[src/rtl/i2s_rx_if.sv]
// I2S receiver bus: serial pins and enable in, captured stereo words and error status out.
interface i2s_rx_if #(
  parameter int DATA_BITS = 16
);
  logic                 enable;
  logic                 i2s_sclk;
  logic                 i2s_lrck;
  logic                 i2s_sdata;
  logic [DATA_BITS-1:0] sample_l;
  logic [DATA_BITS-1:0] sample_r;
  logic                 sample_valid;
  logic                 frame_err;
  logic [7:0]           err_count;

  modport master (
    output enable, i2s_sclk, i2s_lrck, i2s_sdata,
    input  sample_l, sample_r, sample_valid, frame_err, err_count
  );

  modport slave (
    input  enable, i2s_sclk, i2s_lrck, i2s_sdata,
    output sample_l, sample_r, sample_valid, frame_err, err_count
  );
endinterface

[src/rtl/i2s_rx.sv]
// I2S slave receiver: oversamples sclk/lrck/sdata in the clk domain, deserializes
// left/right words, publishes complete stereo pairs and flags slot-length errors.
module i2s_rx #(
  parameter int DATA_BITS = 16,
  parameter int SLOT_BITS = 32
) (
  input  logic    clk,
  input  logic    reset_n,
  i2s_rx_if.slave bus
);

  localparam logic [5:0] LAST_DATA = 6'(DATA_BITS - 1);
  localparam logic [5:0] LAST_EDGE = 6'(SLOT_BITS - 1);
  localparam logic [5:0] NUM_DATA  = 6'(DATA_BITS);

  typedef enum logic {ST_IDLE, ST_ARMED} state_t;

  state_t               state, state_nxt;
  logic [1:0]           sclk_sync, lrck_sync, sdata_sync;
  logic                 sclk_d, lrck_prev, chan;
  logic [5:0]           edge_cnt;
  logic [DATA_BITS-1:0] shreg, hold_l, hold_r, word;
  logic                 complete, left_ok, pair_q, err_q;
  logic                 sclk_rise, slot_change, armed, word_done, len_bad;

  // All three pins share the same two-flop depth so data stays aligned to its clock edge.
  always_ff @(posedge clk or negedge reset_n) begin
    if (!reset_n) begin
      sclk_sync  <= '0;
      lrck_sync  <= '0;
      sdata_sync <= '0;
      sclk_d     <= 1'b0;
    end else begin
      sclk_sync  <= {sclk_sync[0], bus.i2s_sclk};
      lrck_sync  <= {lrck_sync[0], bus.i2s_lrck};
      sdata_sync <= {sdata_sync[0], bus.i2s_sdata};
      sclk_d     <= sclk_sync[1];
    end
  end

  assign sclk_rise   = sclk_sync[1] & ~sclk_d;
  assign slot_change = sclk_rise & (lrck_sync[1] != lrck_prev);
  assign armed       = (state == ST_ARMED);
  assign word        = {shreg[DATA_BITS-2:0], sdata_sync[1]};
  assign word_done   = bus.enable & sclk_rise & ~slot_change & armed & (edge_cnt == LAST_DATA);
  assign len_bad     = bus.enable & slot_change & armed & (edge_cnt != LAST_EDGE);

  always_ff @(posedge clk or negedge reset_n) begin
    if (!reset_n) state <= ST_IDLE;
    else          state <= state_nxt;
  end

  // Arming waits for a slot boundary so a partially observed slot is never used.
  always_comb begin
    state_nxt = state;
    if (!bus.enable)                         state_nxt = ST_IDLE;
    else if (state == ST_IDLE && slot_change) state_nxt = ST_ARMED;
  end

  always_ff @(posedge clk or negedge reset_n) begin
    if (!reset_n) begin
      lrck_prev <= 1'b0;
      chan      <= 1'b0;
      edge_cnt  <= '0;
      shreg     <= '0;
      hold_l    <= '0;
      hold_r    <= '0;
      complete  <= 1'b0;
      left_ok   <= 1'b0;
      pair_q    <= 1'b0;
      err_q     <= 1'b0;
    end else begin
      pair_q <= word_done & chan & left_ok;
      err_q  <= len_bad;
      if (sclk_rise) lrck_prev <= lrck_sync[1];
      if (!bus.enable) begin
        edge_cnt <= '0;
        left_ok  <= 1'b0;
        complete <= 1'b0;
      end else if (slot_change) begin
        // The bit on a word-select change belongs to the previous word's delay slot.
        edge_cnt <= '0;
        chan     <= lrck_sync[1];
        complete <= 1'b0;
        left_ok  <= lrck_sync[1] & ~chan & armed & complete & (edge_cnt == LAST_EDGE);
      end else if (sclk_rise) begin
        if (edge_cnt != 6'h3F)     edge_cnt <= edge_cnt + 6'd1;
        if (edge_cnt < NUM_DATA)   shreg    <= word;
        if (word_done) begin
          complete <= 1'b1;
          if (chan) hold_r <= word;
          else      hold_l <= word;
        end
      end
    end
  end

  always_ff @(posedge clk or negedge reset_n) begin
    if (!reset_n) begin
      bus.sample_l     <= '0;
      bus.sample_r     <= '0;
      bus.sample_valid <= 1'b0;
      bus.frame_err    <= 1'b0;
      bus.err_count    <= '0;
    end else begin
      bus.sample_valid <= pair_q & bus.enable;
      bus.frame_err    <= err_q & bus.enable;
      if (pair_q & bus.enable) begin
        bus.sample_l <= hold_l;
        bus.sample_r <= hold_r;
      end
      if (err_q & bus.enable & (bus.err_count != 8'hFF))
        bus.err_count <= bus.err_count + 8'd1;
    end
  end

endmodule

[src/flat_wrapper.sv]
// flat-port wrapper written by rule: the top's interface ports become plain ports
module i2s_rx_flat 
#(
  parameter int DATA_BITS = 16,
  parameter int SLOT_BITS = 32
)
  (clk, reset_n, bus_enable, bus_i2s_sclk, bus_i2s_lrck, bus_i2s_sdata, bus_sample_l, bus_sample_r, bus_sample_valid, bus_frame_err, bus_err_count);
  i2s_rx_if #(.DATA_BITS(DATA_BITS)) bus_i ();
  input  logic clk;
  input  logic reset_n;
  input wire logic [$bits(bus_i.enable)-1:0] bus_enable;
  input wire logic [$bits(bus_i.i2s_sclk)-1:0] bus_i2s_sclk;
  input wire logic [$bits(bus_i.i2s_lrck)-1:0] bus_i2s_lrck;
  input wire logic [$bits(bus_i.i2s_sdata)-1:0] bus_i2s_sdata;
  output wire logic [$bits(bus_i.sample_l)-1:0] bus_sample_l;
  output wire logic [$bits(bus_i.sample_r)-1:0] bus_sample_r;
  output wire logic [$bits(bus_i.sample_valid)-1:0] bus_sample_valid;
  output wire logic [$bits(bus_i.frame_err)-1:0] bus_frame_err;
  output wire logic [$bits(bus_i.err_count)-1:0] bus_err_count;
  assign bus_i.enable = bus_enable;
  assign bus_i.i2s_sclk = bus_i2s_sclk;
  assign bus_i.i2s_lrck = bus_i2s_lrck;
  assign bus_i.i2s_sdata = bus_i2s_sdata;
  assign bus_sample_l = bus_i.sample_l;
  assign bus_sample_r = bus_i.sample_r;
  assign bus_sample_valid = bus_i.sample_valid;
  assign bus_frame_err = bus_i.frame_err;
  assign bus_err_count = bus_i.err_count;
  i2s_rx #(.DATA_BITS(DATA_BITS), .SLOT_BITS(SLOT_BITS)) u_core (.clk(clk), .reset_n(reset_n), .bus(bus_i));
endmodule
[config.mk]
export PLATFORM = sky130hd
export DESIGN_NAME = i2s_rx_flat
export DESIGN_NICKNAME = d
export VERILOG_FILES = /design/src/rtl/i2s_rx_if.sv /design/src/rtl/i2s_rx.sv /design/src/flat_wrapper.sv
export SDC_FILE = /design/constraint.sdc
export NUM_CORES = 1
export LEC_CHECK = 0
export CORE_ASPECT_RATIO = 0.75
export CORE_MARGIN = 1.5
export CORE_UTILIZATION = 29
export DETAILED_ROUTE_END_ITERATION = 12
export PLACE_DENSITY_LB_ADDON = 0.3
export SYNTH_ARGS = -nofsm -noshare
export SYNTH_HDL_FRONTEND = slang
export SYNTH_SLANG_ARGS = --single-unit
export TNS_END_PERCENT = 1
[constraint.sdc]
create_clock -name clk -period 2.07 [get_ports clk]
set_input_delay 0.414 -clock clk [delete_from_list [all_inputs] [get_ports clk]]
set_output_delay 0.414 -clock clk [all_outputs]
set_load 0.01 [all_outputs]
Yosys cells after proc, flatten, opt, wreduce, memory -nomap -nowiden
Cells that the tools add are included.
{ "op_classes": {"n_addsub": 2, "mul": 0, "div_mod_pow": 0, "order_cmp": 1, "n_eq_ne": 11, "shifts": 0, "mux": 12, "n_bitwise": 22, "reduce_logical": 7} }
{ "ops": {"columns": ["cell", "count"], "rows": [
  ["two-way mux 6 bit", 4],
  ["AND 1 bit", 18],
  ["AND reduction 5 bit", 2],
  ["inequality test 3 x 1 -> 1 bit (second input constant)", 3],
  ["adder 8 x 1 -> 8 bit (second input constant)", 1],
  ["two-way mux 1 bit", 8],
  ["inequality test 8 bit (second input constant)", 1],
  ["adder 6 x 1 -> 6 bit (second input constant)", 1],
  ["== test 6 x 4 -> 1 bit (second input constant)", 1],
  ["== test 6 x 5 -> 1 bit (second input constant)", 1],
  ["< comparator 6 x 5 -> 1 bit (second input constant)", 1],
  ["inequality test 6 x 5 -> 1 bit (second input constant)", 1],
  ["inequality test 6 bit (second input constant)", 1],
  ["AND reduction 2 bit", 3],
  ["inequality test 2 x 1 -> 1 bit (second input constant)", 2],
  ["NOT 1 bit", 4],
  ["AND reduction 4 bit", 1],
  ["logical AND 1 bit", 1],
  ["inequality test 1 bit", 1]
]} }
{ "word_totals": {"regBits": 109, "latchBits": 0, "mem_bits_rw": 0, "mem_bits_ro": 0, "input_bits": 6, "output_inout_bits": 42, "elab_cells": 75, "n_memories": 0} }

Logic depth before layout (Yosys ltp)
{ "depth": {"word_depth": 11, "depth_mapped": 7, "depth_no_buf": 5} }

Worst setup path before layout
No wires, ideal clock.
{ "synth_timing": {"path_type": "reg2reg", "start": "register u_core.edge_cnt[5]", "end": "register u_core.hold_l[10]", "setup_time_ns": 0.125, "arrival_time_ns": 1.866, "required_time_ns": 1.945, "slack_ns": 0.079, "stages_incl_launch_ff": 7, "n_path_buf": 2, "synth_period_minus_slack_ns": 1.991, "cell_sequence": "dfrtp_1 -> nor4b_4 -> inv_2 -> or4_4 -> buf_6 -> buf_6 -> mux2_4"} }
{ "synth_between": {"elab_chain_len": 3} }
{ "synth_rtl": {"columns": ["item", "line", "text"], "rows": [
  ["start: declaration", "i2s_rx.sv:21", "logic [5:0] edge_cnt;"],
  ["start signal: assignment", "i2s_rx.sv:87", "if (edge_cnt != 6'h3F) edge_cnt <= edge_cnt + 6'd1;"],
  ["== test 6 x 4 -> 1 bit", "i2s_rx.sv:45", "assign word_done = bus.enable & sclk_rise & ~slot_change & armed & (edge_cnt == LAST_DATA);"],
  ["AND 1 bit", "i2s_rx.sv:45", null],
  ["AND reduction 5 bit (no line)", null, null],
  ["end signal: assignment", "i2s_rx.sv:92", "else hold_l <= word;"],
  ["end: declaration", "i2s_rx.sv:22", "logic [DATA_BITS-1:0] shreg, hold_l, hold_r, word;"]
]} }
No other way between the ends.
A chain may end at the register's enable or synchronous reset.

Final worst setup path
{ "layout_timing": {"start": "register u_core.edge_cnt[4]", "end": "register u_core.hold_l[8]"} }
Same word-level chain as after synthesis.

==> run metrics <==
cts repair resizes 0; final WL 7390 um; most frequent cells in the layout dfrtp_1, mux2_2, clkdlybuf4s50_1; core area 0.0140 mm2; type of element launching the critical path flip-flop; Routed WL per cell 13.8 um; Fmax achieved 0.506 GHz; initial antenna violation count 0; Power Dens Cells 840 mW/mm2; CTS sink cnt 109; via density per instance 4.32; CP Cell Sequence nor4b_4, inv_2, or4_4, mux2_4; Post-synth EDFFs 0; Synth top area share 0.646; crit path buf inv count 1; Worst R2R Path Depth 4; pre-CTS setup slack -0.0779 ns; proportion of layout cells with a drive suffix above 1 0.337; reg-to-reg critical path endpoint u_core.hold_l[8]$_DFFE_PN0P_; critical path depth 4; Die Wd between 100 and 150 um; min Tclk post-route ~2.0 ns; reg-to-reg slack, setup 0.09 ns; setup ws final 0.0945 ns; Rows 37; Seq/Total Area, Yosys 0.646; run status completed; TritonRoute pass-1 iters 4; Synth Flop Type dfrtp_1; final net count 344; Root Buffer clkbuf_16; Crit path largest cell delay 0.68 ns; via count 2313; CTS tree yes; commonest non-fill, non-tap cell in the layout dfrtp_1; delay-heaviest family, CP simple AND/OR/NAND/NOR gates; Clock transition at path regs 0.07 ns; mean area per synthesized cell 15.4 um2; Setup Skew 0.00699 ns; 1st-iter DRT viols 121; largest area contributor in the netlist dfrtp_1; number of global-route vias before repair 2368; Pwr Total roughly 4.5 mW; CP Data Required Time 2.29 ns; Clock Path Buffers 2; Yosys warnings 0; die height 107 um; max-capacitance violation count 0; critical path class reg -> reg; largest net degree at the start of global routing 40; peak fanout along the critical path 16; final setup vio count 0; Slew Limit Headroom 0.644; R2R Path Start u_core.edge_cnt[4]$_DFFE_PN0P_; Synthesized Nets 283; period utilization 0.954; # diodes 0; library cells used by synthesis 33; Cell Area, Synth 0.00422 mm2; CP max stage cell or4_4; GRT Overall Usage 0.108; DIE AREA 0.0153 mm2; Hold WC Path Type in -> async; crit path DAT 2.20 ns; #FFs+latches synth 109; Setup Buffers After CTS 0; Area Overhead vs Synth 27.4%; P_leak 2.55 nW; Area contributors post-synth dfrtp_1, mux2_2, mux2_4; Worst-Margin Slew 0.534 ns; maximum vdd drop 0.436 mV; port buffer count 47; clk_lat worst skew 0.34 ns; Remaining DRCs 0; HPWL Detailed between 5000 and 6000 um; Placer Congestion between 0.8 and 0.9; crit path to u_core.hold_l[8]$_DFFE_PN0P_; H-tree depth 3; synthesized instance count 275; Routed Antenna Nets 0; first-pass GRT wire length 12700 um; CP Launch Point u_core.edge_cnt[4]$_DFFE_PN0P_; Critical Path Sink Type flip-flop; ys async rst share 1.00; final hold violation count 0; Final Slew Violations 0; RSZ-0062 raised after global routing no; Initial Utilization 0.302; # hold bufs at CTS 0; CTS buffer count 9; grt total ovfl 0; I/O Pins 48
-- power breakdown --
group	total [mW]	internal (mW)	switching (mW)
Sequential	2.32	2.23	0.0977
Combinational	0.234	0.128	0.106
Clock	1.96	1.22	0.736
Total	4.51	3.57	0.940
-- cell type report --
cell class / count / area, um2
fill: 1329 / 8600
sequential: 109 / 2730
multi-input combinational: 154 / 1430
timing repair buffer: 57 / 606
tap: 195 / 244
clock buffer: 11 / 243
clock inverter: 5 / 106
inverter: 5 / 18.8
-- kinds of logic after synthesis --
group | share of synthesized area
flip-flops | 0.646
AND/OR/NAND/NOR | 0.0596
buffers and inverters | 0.0148
adder cells (fa/ha/maj) | 0.00593
multiplexers | 0.233
AO/OA/AOI/OAI | 0.0282
XOR/XNOR | 0.0124
-- Yosys cell counts, drive strengths merged (3+ instances only) --
cell / count
a21oi: 8
xnor2: 6
nand3: 4
buf: 7
and4: 3
inv: 5
dfrtp: 109
and3: 3
nand2: 12
o21ai: 6
nor2: 5
nand4: 3
mux2: 84
-- worst register-to-register path, cell delays in order (launching register included) --
cell     delay (ns)
dfrtp_1        0.44
nor4b_4        0.34
inv_2          0.05
or4_4          0.68
mux2_4         0.35
-- registers in the layout, indices dropped and copies added, names as in the netlist, 2 cells and up --
signal and flops:
u_core.bus.sample_l 16, u_core.bus.sample_r 16, u_core.hold_l 16, u_core.hold_r 16, u_core.shreg 15, u_core.bus.err_count 8, u_core.edge_cnt 6, u_core.lrck_sync 2
u_core.sclk_sync 2, u_core.sdata_sync 2
-- layer usage --
layer  track usage  part of all wire  vias to the layer above  routed length (um)
met5             0                 0                        -                   0
met4        0.0457             0.018                        0                 133
met3        0.0360             0.054                       11                 398
met2         0.155              0.43                       52                3180
met1         0.149              0.50                     1145                3680
li1              -                 -                     1105                   -
-- metrics by stage --
stage           util  hold slack (ns)  instance area [um2]  instances  TNS [ns]
2_1_floorplan      -            0.118                 4220        275         0
3_3_place_gp   0.360            0.333                 5030        520    -0.803
3_5_place_dp   0.360            0.337                 5030        520     -1.42
4_1_cts        0.385           0.0613                 5380        536         0
5_1_grt        0.385           0.0890                 5380        536         0
6_report       0.385           0.0527                 5380        536         0
-- how the worst min path moves through the flow --
stage	startpoint	end	slack (ns)	cells after the start
3_5_place_dp	u_core.sclk_sync[0]$_DFF_PN0_	u_core.sclk_sync[1]$_DFF_PN0_	0.34	0
5_1_grt	reset_n	u_core.edge_cnt[0]$_DFFE_PN0P_	0.09	1
2_1_floorplan	reset_n	u_core.armed$_DFFE_PN0P_	0.12	0
4_1_cts	reset_n	u_core.edge_cnt[1]$_DFFE_PN0P_	0.06	1
3_3_place_gp	u_core.sclk_sync[0]$_DFF_PN0_	u_core.sclk_sync[1]$_DFF_PN0_	0.33	0
6_report	reset_n	u_core.edge_cnt[0]$_DFFE_PN0P_	0.05	1
(Power assumes the default switching activity.)
